$ cat src/rtl/icache_bk_pkg.sv
// rtl/icache_bk_pkg.sv - shared geometry, state type and address helpers for the backup icache
package icache_bk_pkg;

  localparam int ADDR_W   = 32;
  localparam int S_INDEX  = 3;
  localparam int S_OFFSET = 5;
  localparam int S_TAG    = ADDR_W - S_INDEX - S_OFFSET;
  localparam int NUM_SETS = 2 ** S_INDEX;
  localparam int LINE_W   = 8 * (2 ** S_OFFSET);

  typedef enum logic [1:0] {
    IDLE,
    FETCH,
    DONE
  } icache_state_t;

  // Tag field of a byte address.
  function automatic logic [S_TAG-1:0] addr_tag(input logic [ADDR_W-1:0] addr);
    return addr[ADDR_W-1 -: S_TAG];
  endfunction

  // Set index field of a byte address.
  function automatic logic [S_INDEX-1:0] addr_index(input logic [ADDR_W-1:0] addr);
    return addr[S_OFFSET +: S_INDEX];
  endfunction

  // Line-aligned version of a byte address, as presented to physical memory.
  function automatic logic [ADDR_W-1:0] line_addr(input logic [ADDR_W-1:0] addr);
    return {addr[ADDR_W-1:S_OFFSET], {S_OFFSET{1'b0}}};
  endfunction

endpackage

$ cat src/rtl/icache_bk_tag_array.sv
// rtl/icache_bk_tag_array.sv - tag and valid storage, combinational lookup, single write port
module icache_bk_tag_array
  import icache_bk_pkg::*;
(
  input  logic               clk,
  input  logic               rst,
  input  logic [S_INDEX-1:0] lookup_index,
  output logic [S_TAG-1:0]   lookup_tag,
  output logic               lookup_valid,
  input  logic               write,
  input  logic [S_INDEX-1:0] write_index,
  input  logic [S_TAG-1:0]   write_tag
);

  logic [S_TAG-1:0]    tags  [NUM_SETS];
  logic [NUM_SETS-1:0] valid;

  // Reset clears every set; otherwise a write installs a tag and marks the set valid.
  always_ff @(posedge clk) begin
    if (rst) begin
      valid <= '0;
      for (int i = 0; i < NUM_SETS; i++) begin
        tags[i] <= '0;
      end
    end else if (write) begin
      valid[write_index] <= 1'b1;
      tags[write_index]  <= write_tag;
    end
  end

  // Lookup is purely combinational so hits can complete in the request cycle.
  always_comb begin
    lookup_tag   = tags[lookup_index];
    lookup_valid = valid[lookup_index];
  end

endmodule

$ cat src/rtl/icache_bk_ctrl.sv
// rtl/icache_bk_ctrl.sv - hit/miss controller and line writer for the backup icache data array
module icache_bk_ctrl
  import icache_bk_pkg::*;
(
  input  logic                clk,
  input  logic                rst,
  input  logic [ADDR_W-1:0]   mem_address,
  input  logic                mem_read,
  output logic [31:0]         mem_rdata,
  output logic                mem_resp,
  output logic [ADDR_W-1:0]   pmem_address,
  output logic                pmem_read,
  input  logic [LINE_W-1:0]   pmem_rdata,
  input  logic                pmem_resp,
  output logic                da_web,
  output logic [S_INDEX-1:0]  da_index,
  output logic [LINE_W-1:0]   da_datain,
  input  logic [LINE_W-1:0]   da_dataout
);

  icache_state_t      state_q;
  icache_state_t      state_d;
  logic [ADDR_W-1:0]  miss_addr_q;
  logic               miss_latch;

  logic [S_TAG-1:0]   lookup_tag;
  logic               lookup_valid;
  logic               hit;
  logic               fill;
  logic [2:0]         word;
  logic [1:0]         addr_lsb_unused;

  // Byte-within-word bits never affect a 32-bit fetch.
  assign addr_lsb_unused = mem_address[1:0];
  assign word            = mem_address[4:2];

  icache_bk_tag_array u_tags (
    .clk          (clk),
    .rst          (rst),
    .lookup_index (addr_index(mem_address)),
    .lookup_tag   (lookup_tag),
    .lookup_valid (lookup_valid),
    .write        (fill),
    .write_index  (addr_index(miss_addr_q)),
    .write_tag    (addr_tag(miss_addr_q))
  );

  assign hit = mem_read & lookup_valid & (lookup_tag == addr_tag(mem_address));

  // The word mux always follows the live address; it is only meaningful with mem_resp.
  always_comb begin
    mem_rdata = da_dataout[{word, 5'd0} +: 32];
  end

  // State register and miss address capture; reset returns to IDLE from any state.
  always_ff @(posedge clk) begin
    if (rst) begin
      state_q     <= IDLE;
      miss_addr_q <= '0;
    end else begin
      state_q <= state_d;
      if (miss_latch) begin
        miss_addr_q <= line_addr(mem_address);
      end
    end
  end

  // Next-state and output decode; a fill is suppressed when reset coincides with pmem_resp.
  always_comb begin
    state_d      = state_q;
    miss_latch   = 1'b0;
    mem_resp     = 1'b0;
    pmem_read    = 1'b0;
    pmem_address = '0;
    fill         = 1'b0;
    da_web       = 1'b0;
    da_index     = addr_index(mem_address);
    da_datain    = pmem_rdata;
    unique case (state_q)
      IDLE: begin
        if (hit) begin
          mem_resp = 1'b1;
        end else if (mem_read) begin
          miss_latch = 1'b1;
          state_d    = FETCH;
        end
      end
      FETCH: begin
        pmem_read    = 1'b1;
        pmem_address = miss_addr_q;
        da_index     = addr_index(miss_addr_q);
        if (pmem_resp && !rst) begin
          fill    = 1'b1;
          da_web  = 1'b1;
          state_d = DONE;
        end
      end
      DONE: begin
        state_d = IDLE;
      end
      default: begin
        state_d = IDLE;
      end
    endcase
  end

endmodule

$ cat config.mk
export PLATFORM = sky130hd
export DESIGN_NAME = icache_bk_ctrl
export DESIGN_NICKNAME = d
export VERILOG_FILES = /design/src/rtl/icache_bk_pkg.sv /design/src/rtl/icache_bk_tag_array.sv /design/src/rtl/icache_bk_ctrl.sv
export SDC_FILE = /design/constraint.sdc
export NUM_CORES = 1
export LEC_CHECK = 0
export ABC_CLOCK_PERIOD_IN_PS = 3400
export BUFFER_PORTS_ARGS = -buffer_cell sky130_fd_sc_hd__buf_4
export CORE_AREA = 10 10 328 330
export CTS_BUF_LIST = sky130_fd_sc_hd__clkbuf_4
export DETAILED_ROUTE_END_ITERATION = 7
export DIE_AREA = 0 0 338 340
export GPL_ROUTABILITY_DRIVEN = 0
export REMOVE_ABC_BUFFERS = 1
export SYNTH_ARGS = -nofsm -noshare
export SYNTH_HDL_FRONTEND = slang
export SYNTH_SLANG_ARGS = --single-unit
$ cat constraint.sdc
create_clock -name clk -period 3.4 [get_ports clk]
set_clock_uncertainty 0.05 [all_clocks]
set_input_delay 0.17 -clock clk [delete_from_list [all_inputs] [get_ports clk]]
set_output_delay 0.17 -clock clk [all_outputs]
set_load 0.01 [all_outputs]
==> results_dict.tcl, run 1 <==
set metrics [dict create \
    ios 874 \
    crit_path_start "u_tags.tags[7][23]" \
    nets 1872 \
    coreArea_mm2 0.101 \
    start_kind "flop" \
    setup_violations 0 \
    syn2layout_area_growth_pct 24.9 \
    cts_tree "built" \
    drt_first_iter_violations 909 \
    synth_largest_area_cell "edfxtp_1" \
    wire_per_inst_um 70.0 \
    yosysSeqAreaShare_pct 44.5 \
    grt_start_max_net_pins 40 \
    synth-seq-cells 229 \
    max_slew_margin_pct 39.0 \
    rsz0062_at_grt "false" \
    syn_area_mm2 0.0146 \
    cts_buffers 59 \
    cellLeakagePower_nw 7.11 \
    synth_top_area_share_pct 39.4 \
    synthTopCellsByArea "edfxtp_1 39%, mux4_2 15%, buf_4 14%, and2_1 9.5%, mux2i_1 5.7%" \
    crit_buf_inv 1 \
    vias 10900 \
    post-route-period-util_pct 93.7 \
    rows 117 \
    layout_setup_ws_ps 213 \
    vias_per_cell 3.98 \
    cp_max_fo 2 \
    outcome "completed" \
    overflow 0 \
    die_h_um 340 \
    critPathKind "reg2out" \
    avgSynthCellArea_um2 12.7 \
    antenna_found_initial 13 \
    dieArea_mm2 0.115 \
    io_buffers 354 \
    clk_pin_slew_ps 70 \
    cp_cell_sequence "mux4_2 > mux2i_1 > xor2_1 > nand4_1 > nor4_4 > and4_2 > buf_4" \
    drive_above_1_share_pct 46.5 \
    yosysWarnings 0 \
    max_cap_viol_count 0 \
    postRouteAntennaNets 0 \
    end_kind "output pin" \
    grt_pass1_wl_mm 215 \
    max_slew.worst_pin.slew_ps 914 \
    fmax_mhz 314 \
    firstDrtPassIters 5 \
    timing.rr.start "u_tags.tags[7][23]" \
    crit_required_ps 3180 \
    clock_latency_ps 690 \
    cts_root_buf "clkbuf_4" \
    grt_pass1_vias 10500 \
    powerDensity_mw_per_mm2 386 \
    dp_hpwl_mm 178 \
    finalHoldViolCount 0 \
    cts.path.max_buffers 3 \
    htreeDepth 2 \
    critPathSlowestCell "mux4_2" \
    min_from "rst" \
    arrival_ps 2970 \
    cpPeakStageDelay_ps 470 \
    die_w_um 338 \
    finalCriticalPeriod_ps 3190 \
    track_usage_pct 32.2 \
    synth.distinct_cells 37 \
    peakVddDrop_uv 224 \
    drv_slew 0 \
    initial_core_util_pct 14.5 \
    cts_sinks 229 \
    drc_errors 0 \
    fin_setup_tns_ps 0 \
    routed_wl_mm 192 \
    dp_worst_setup_slack_ps 386 \
    critPathTopFamily "simple AND/OR/NAND/NOR gates" \
    netlist_instances 1156 \
    hold_path.class "in2reg" \
]
-- per-stage QoR --
stage | instances | util, % | area, µm² | hold WS, ps | total power (W)
after floorplan | 835 | - | 12300 | 192 | 0.00374
after global placement | 2589 | 16.8 | 17000 | 298 | 0.00450
after detailed placement | 2589 | 16.8 | 17000 | 298 | 0.00451
after CTS | 2741 | 18.0 | 18300 | 3.21 | 0.00709
after global routing | 2742 | 18.1 | 18300 | 33.6 | 0.00731
final | 2745 | 18.1 | 18300 | 37.4 | 0.00705
-- kinds of logic after synthesis --
group,synth area share (%)
other,0.0256
flip-flops,44.5
XOR/XNOR,1.08
buffers and inverters,15.7
AO/OA/AOI/OAI,1.38
AND/OR/NAND/NOR,14.2
multiplexers,23.1
-- synth_stat cells --
master and count:
buf_6 4, conb_1 1, buf_12 3, nand2_1 5, nor2_1 25, mux2i_1 84, xor2_1 15, nand3_1 2
xnor2_1 3, buf_4 264, nor3_1 2, edfxtp_1 192, a31oi_1 1, a22o_1 1, o21a_1 1, nand2b_1 57
dfxtp_1 37, or2_2 8, a21oi_1 6, o21ba_2 1, a22oi_1 14, nor2b_1 6, o22a_1 2, buf_1 9
mux2_2 36, mux4_2 95, and2_1 221, buf_2 8, a221oi_1 1, and4_1 2, and3_1 5, a21o_1 1
and3b_1 2, nand4_1 2, clkbuf_1 37, nand3b_1 1, nor4_2 2
-- tightest hold or removal path: stages --
cell	delay, ps
buf_4	220
nand2b_1	190
mux2i_1	100
-- area by class of cell --
| class | count | area, µm² |
|---|---|---|
| Clock buffer | 104 | 781 |
| Multi-Input combinational cell | 606 | 5870 |
| Antenna cell | 4 | 10.0 |
| Fill cell | 11100 | 82900 |
| Timing Repair Buffer | 428 | 3340 |
| Clock inverter | 6 | 48.8 |
| Tap cell | 1368 | 1710 |
| Sequential cell | 229 | 6510 |
-- power by group --
group	leakage, nW	total, W	switching, W	internal [W]
logic	4.32	0.00128	0.000619	0.000666
registers	2.29	0.00322	0.0000793	0.00314
clock network	0.503	0.00254	0.00111	0.00143
-- metal layers --
metal,up-vias,GRT usage [%],share of wire (%)
li1,4238,-,-
met1,5153,12.8,14
met2,1380,64.1,56
met3,142,37.4,25
met4,18,11.9,4.6
met5,-,4.42,0.40
-- final timing paths --
check,to,slack [ps],cells past startpoint
worst max-delay path,mem_resp,210,7
worst min-delay path,miss_addr_q[29],40,3
worst max register to register,miss_addr_q[11],330,9
worst min register to register,u_tags.valid[5],420,2
-- registers in the layout, summed over array words and instances, names as in the netlist --
signal	count
u_tags.tags	192
miss_addr_q	27
u_tags.valid	8
state_q	2
-- repair_timing --
item / CTS / global route
buffers inserted: 0 / 0
setup endpoints to repair: 0 / 1
resized for setup: 0 / 2
hold buffers: 42 / 0
endpoints found under the hold margin: 28 / 0
-- cells in the final DEF, fill, tap and decap left out, types with 15 or more instances in the layout --
master,netlist,routed
mux4_2,95,95
edfxtp_1,192,192
clkbuf_4,0,104
xor2_1,15,15
mux2i_1,84,84
dlygate4sd3_1,0,42
nand2b_1,57,57
and2_1,221,221
buf_4,264,384
dfxtp_1,37,37
nor2_1,25,25
mux2_2,36,36
No activity file was read; power rests on OpenSTA's default activity.
==> run 2, diff against run 1 <==
ABC_AREA = 1   (was unset)
CORE_AREA = 10 10 335 337   (was 10 10 328 330)
DIE_AREA = 0 0 345 347   (was 0 0 338 340)
==> results_dict.tcl, run 2 <==
set metrics [dict create \
    syn2layout_area_growth_pct 22.4 \
    rows 119 \
    synth.distinct_cells 29 \
    hold_path.class "in2reg" \
    grt_pass1_wl_mm 191 \
    timing.rr.start "state_q[0]" \
    cts_sinks 229 \
    wire_per_inst_um 43.8 \
    seqCellArea_mm2 0.00651 \
    fillers 11900 \
    synth-async-reset-ratio_pct 0 \
    coreArea_mm2 0.105 \
    overflow 0 \
    avgSynthCellArea_um2 7.26 \
    top_regs "u_tags.tags: 192 flops, miss_addr_q: 27 flops, u_tags.valid: 8 flops" \
    antenna_found_initial 1 \
    die_w_um 345 \
    drc_errors 0 \
    yosysMostFrequentCell "nor2_1" \
    outcome "completed" \
    fin_setup_tns_ps 0 \
    synthTopCellsByArea "edfxtp_1 38%, nor2_1 14%, buf_4 13%, nand2_1 8.9%, dfxtp_1 4.8%" \
    fmax_mhz 347 \
    cts_buffers 57 \
    max_cap_viol_count 0 \
    firstDrtPassIters 5 \
    reg2reg_setup_slack_ps 890 \
    yosysSeqAreaShare_pct 42.6 \
    arrival_ps 2660 \
    drt_first_iter_violations 1322 \
    io_buffers 354 \
    vias 15200 \
    nets 2771 \
    ys.flop_type "edfxtp_1" \
    syn_area_mm2 0.0153 \
    multiInputGateArea_mm2 0.00557 \
    finalHoldViolCount 0 \
    crit_top_cell "nand2_1" \
    reg2reg_depth 7 \
    crit_required_ps 3180 \
    min_path_cells 6 \
    dieArea_mm2 0.120 \
    clock_latency_ps 730 \
    final_common_cell "nor2_1" \
    drive_above_1_share_pct 22.5 \
    grt_pass1_vias 13900 \
    dp_hpwl_mm 138 \
    die_h_um 347 \
    cts_tree "built" \
    postRouteAntennaNets 0 \
    swShare_pct 29.7 \
    internal_power_w 0.00491 \
    synth-edff-count 192 \
    cts_root_buf "clkbuf_4" \
    track_usage_pct 25.5 \
    synth_largest_area_cell "edfxtp_1" \
    max_slew.worst_pin.slew_ps 925 \
    cp_max_fo 11 \
    final_cell_mix "560 x nor2_1, 396 x buf_4, 364 x nand2_1, 192 x edfxtp_1, 156 x inv_1" \
    drv_slew 0 \
    seqPwrFrac_pct 45.6 \
    combPwrFrac_pct 21.1 \
    max_slew_margin_pct 38.2 \
    end_kind "output pin" \
    power_switching_w 0.00207 \
    initial_core_util_pct 14.5 \
    clk_pin_slew_ps 70 \
    vias_per_cell 4.14 \
    cp_cell_sequence "inv_1 > nand2_1 > nand3_1 > nand3_1 > nand3_1 > nand2_1 > inv_1 > nand2_1 > nor2_2 > nand2_1 > nor2_2 > nand2_2 > nor3_1 > buf_4" \
    cpPeakStageDelay_ps 380 \
    post-route-period-util_pct 84.8 \
    clock_power_share_pct 33.2 \
    yosys-top-cells-count "560 x nor2_1, 364 x nand2_1, 274 x buf_4" \
    synth-seq-cells 229 \
    setup_violations 0 \
    r2r-end "u_tags.tags[6][14]" \
    critPathSlowestCell "edfxtp_1" \
    cts.path.max_buffers 3 \
    largest_reg_flops 192 \
    cellLeakagePower_nw 7.97 \
    netlist_instances 2104 \
    critPathKind "reg2out" \
    finalCoreUtilization_pct 17.8 \
    whs_endpoint "miss_addr_q[7]" \
    peakVddDrop_uv 285 \
    finalCriticalPeriod_ps 2880 \
    ios 874 \
    largest_register "u_tags.tags" \
    htreeDepth 2 \
    yosysWarnings 0 \
    start_kind "flop" \
    grt_start_max_net_pins 70 \
    rsz0062_at_grt "false" \
    synth_top_area_share_pct 37.7 \
    routed_wl_mm 161 \
    powerDensity_mw_per_mm2 373 \
    min_from "mem_address[7]" \
]
## run 2: cell count changes in the layout (fill, tap and decap cells not counted), moves of 84 or more
| cell | delta |
|---|---|
| nor2_1 | +535 |
| nand2_1 | +359 |
| and2_1 | -221 |
| inv_1 | +156 |
| nand3_1 | +145 |
| o21ai_0 | +139 |
| mux4_2 | -95 |
| mux2i_1 | -84 |
## run 2: worst max-delay path by stage
stage               slack (ps)                end               from  cells past startpoint
floorplan                  240  u_tags.tags[1][0]         state_q[0]                      6
global placement           700     miss_addr_q[6]     mem_address[5]                     17
detailed placement         600    miss_addr_q[16]     mem_address[5]                     19
CTS                        500           mem_resp  u_tags.tags[1][3]                     14
global route               280           mem_resp  u_tags.tags[1][3]                     14
finish                     520           mem_resp  u_tags.tags[1][3]                     14
## run 2: metrics by stage
stage / cell area, µm² / power, W / hold WS (ps) / cells / setup slack [ps]
global route: 18700 / 0.00730 / 11.5 / 3664 / 282
CTS: 18700 / 0.00702 / 21.0 / 3663 / 500
finish: 18700 / 0.00698 / 47.8 / 3664 / 518
detailed placement: 17700 / 0.00470 / 291 / 3529 / 601
floorplan: 12800 / 0.00385 / 189 / 1731 / 238
global placement: 17700 / 0.00468 / 291 / 3529 / 701
## run 2: power groups by stage
| stage | clock (W) | sequential, W | combinational (W) |
|---|---|---|---|
| after floorplan | 0 | 0.00324 | 0.000614 |
| after global routing | 0.00251 | 0.00320 | 0.00159 |
| final | 0.00232 | 0.00319 | 0.00148 |
| after CTS | 0.00236 | 0.00319 | 0.00148 |
| after global placement | 0 | 0.00324 | 0.00143 |
| after detailed placement | 0 | 0.00325 | 0.00145 |
## run 2: metal layers
| layer | GRT usage (%) | part of all wire [%] | up-vias | wire, µm |
|---|---|---|---|---|
| met5 | 9.40 | 0.97 | - | 1550 |
| met4 | 8.57 | 3.9 | 20 | 6270 |
| met3 | 25.8 | 22 | 134 | 34900 |
| met2 | 48.9 | 54 | 1456 | 86300 |
| met1 | 14.2 | 20 | 6861 | 31500 |
| li1 | - | - | 6709 | - |
## run 2: layout make-up
type | instances | area share (%)
diodes | 1 | 0.0134
clock buffers | 81 | 3.25
clock inverters | 27 | 0.722
inverters | 186 | 3.74
multi-input cells | 1316 | 29.7
flip-flops and latches | 229 | 34.8
well taps | 1391 | 9.30
repair buffers | 433 | 18.5
## run 2: what timing repair did
| item | in CTS | in global routing |
|---|---|---|
| endpoints found under the hold margin | 34 | 0 |
| setup buffers | 0 | 0 |
| hold buffers | 26 | 0 |
| gates resized for setup | 0 | 0 |
## run 2: cell families after synthesis
| logic type | count (synthesis) | share of synthesized area (%) |
|---|---|---|
| buf+inv | 563 | 21.1 |
| simple gates | 1085 | 28.2 |
| flops | 229 | 42.6 |
| other cells | 1 | 0.0245 |
| compound gates | 226 | 8.10 |
## run 2: worst max-delay path: cells and delay by family, from the launching register on
| family | cells | cell delay [ps] |
|---|---|---|
| AND/OR/NAND/NOR | 11 | 1270 |
| flip-flops | 1 | 380 |
| buffers and inverters | 3 | 270 |
==> run 3, diff against run 2 <==
ABC_CLOCK_PERIOD_IN_PS = 3000   (was 3400)
clock period = 3 ns   (was 3.4 ns; I/O delays follow)
==> results_dict.tcl, run 3 (synthesis results as in run 2) <==
set metrics [dict create \
    final_cell_mix "560 x nor2_1, 406 x buf_4, 364 x nand2_1, 192 x edfxtp_1, 156 x inv_1" \
    rsz0062_at_grt "false" \
    outcome "completed" \
    cellLeakagePower_nw 8.04 \
    post-route-period-util_pct 92.9 \
    critPathTopFamily "buffers and inverters" \
    final_common_cell "nor2_1" \
    cp_max_fo 24 \
    largest_register "u_tags.tags" \
    cts_tree "built" \
    cp_cell_sequence "inv_1 > nor2_1 > inv_1 > buf_4 > nor2_1 > buf_4" \
    syn2layout_area_growth_pct 23.0 \
    max_slew.worst_pin.slew_ps 826 \
    die_h_um 347 \
    largest_reg_flops 192 \
    powerDensity_mw_per_mm2 419 \
    max_cap_viol_count 0 \
    dpl_cell_area_mm2 0.0178 \
    antenna_found_initial 3 \
    postRouteAntennaNets 0 \
    top_regs "u_tags.tags: 192 flops, miss_addr_q: 27 flops, u_tags.valid: 8 flops" \
    start_kind "flop" \
    cp.depth 6 \
    drt_first_iter_violations 1316 \
    drv_slew 0 \
    vias 15400 \
    clk_pin_slew_ps 80 \
    final_area_mm2 0.0188 \
    dp_hpwl_mm 138 \
    cts_buffers 55 \
    cpPeakStageDelay_ps 450 \
    reg2reg_depth 7 \
    die_w_um 345 \
    end_kind "output pin" \
    coreArea_mm2 0.105 \
    critPathSlowestCell "nor2_1" \
    initial_core_util_pct 14.5 \
    crit_required_ps 2800 \
    cts_root_buf "clkbuf_4" \
    track_usage_pct 25.6 \
    min_path_cells 5 \
    overflow 0 \
    ios 874 \
    routed_wl_mm 161 \
    nets 2780 \
    crit_buf_inv 4 \
    reg2reg_setup_slack_ps 370 \
    fmax_mhz 359 \
    arrival_ps 2590 \
    clock_latency_ps 710 \
    grt_start_max_net_pins 129 \
    max_slew_margin_pct 44.8 \
    drc_errors 0 \
    layout_setup_ws_ps 213 \
    wire_per_inst_um 43.8 \
    cts_sinks 229 \
    dp_worst_setup_slack_ps 406 \
    peakVddDrop_uv 290 \
    dieArea_mm2 0.120 \
    grt_pass1_vias 14100 \
    power_w 0.00788 \
    finalCriticalPeriod_ps 2790 \
    firstDrtPassIters 5 \
    io_buffers 354 \
    htreeDepth 2 \
    whs_ps 70.7 \
    grt_pass1_wl_mm 192 \
    setup_violations 0 \
    hold_path.class "in2reg" \
    drive_above_1_share_pct 23.1 \
    finalHoldViolCount 0 \
    critPathKind "reg2out" \
    cts.path.max_buffers 3 \
    vias_per_cell 4.21 \
    rows 119 \
]
-- run 3: cell types whose count changed in the layout (fill, tap and decap cells not counted), moves of 2 or more --
cell / change
buf_4: +10
clkbuf_4: +6
clkinv_1: -8
diode_2: +2
-- run 3: cell type report --
class / count / area, µm²
Clock buffer: 87 / 653
Antenna cell: 3 / 7.51
Inverter: 186 / 699
Multi-Input combinational cell: 1316 / 5580
Timing Repair Buffer: 444 / 3550
Fill cell: 12000 / 86300
Tap cell: 1391 / 1740
Sequential cell: 229 / 6510
Clock inverter: 16 / 62.6
-- run 3: worst min-delay path, cell delays in order --
cell and delay [ps]:
buf_4 120, nand2_1 160, nor2_4 190, nor2_1 120
nor2_1 50
-- run 3: timing repair --
action,in CTS,in global routing
endpoints found under the setup margin,0,1
hold buffers,26,0
gates resized for setup,0,2
setup buffers,0,0
endpoints found under the hold margin,34,0
-- run 3: where the power goes --
group / internal (W) / total, W / switching (W)
sequential: 0.00356 / 0.00361 / 0.0000459
combinational: 0.000673 / 0.00168 / 0.00101
clock: 0.00131 / 0.00259 / 0.00128
-- run 3: final timing paths --
| path | start | endpoint |
|---|---|---|
| min reg2reg | u_tags.valid[0] | u_tags.valid[0] |
| max | state_q[0] | pmem_address[8] |
| min | mem_read | miss_addr_q[31] |
| max reg2reg | state_q[0] | u_tags.tags[4][16] |
-- run 3: through the flow --
step | util (%) | cells | setup TNS [ps]
floorplan | - | 1731 | -15530
global placement | 16.9 | 3540 | 0
detailed placement | 16.9 | 3540 | 0
CTS | 17.9 | 3669 | 0
global route | 17.9 | 3672 | 0
finish | 17.9 | 3672 | 0
-- run 3: routing by layer --
metal,vias to the layer above,GRT usage (%),share of wire (%)
met5,-,11.5,1.1
met4,22,9.37,4.4
li1,6733,-,-
met2,1576,48.6,53
met3,138,25.2,21
met1,6972,14.6,20
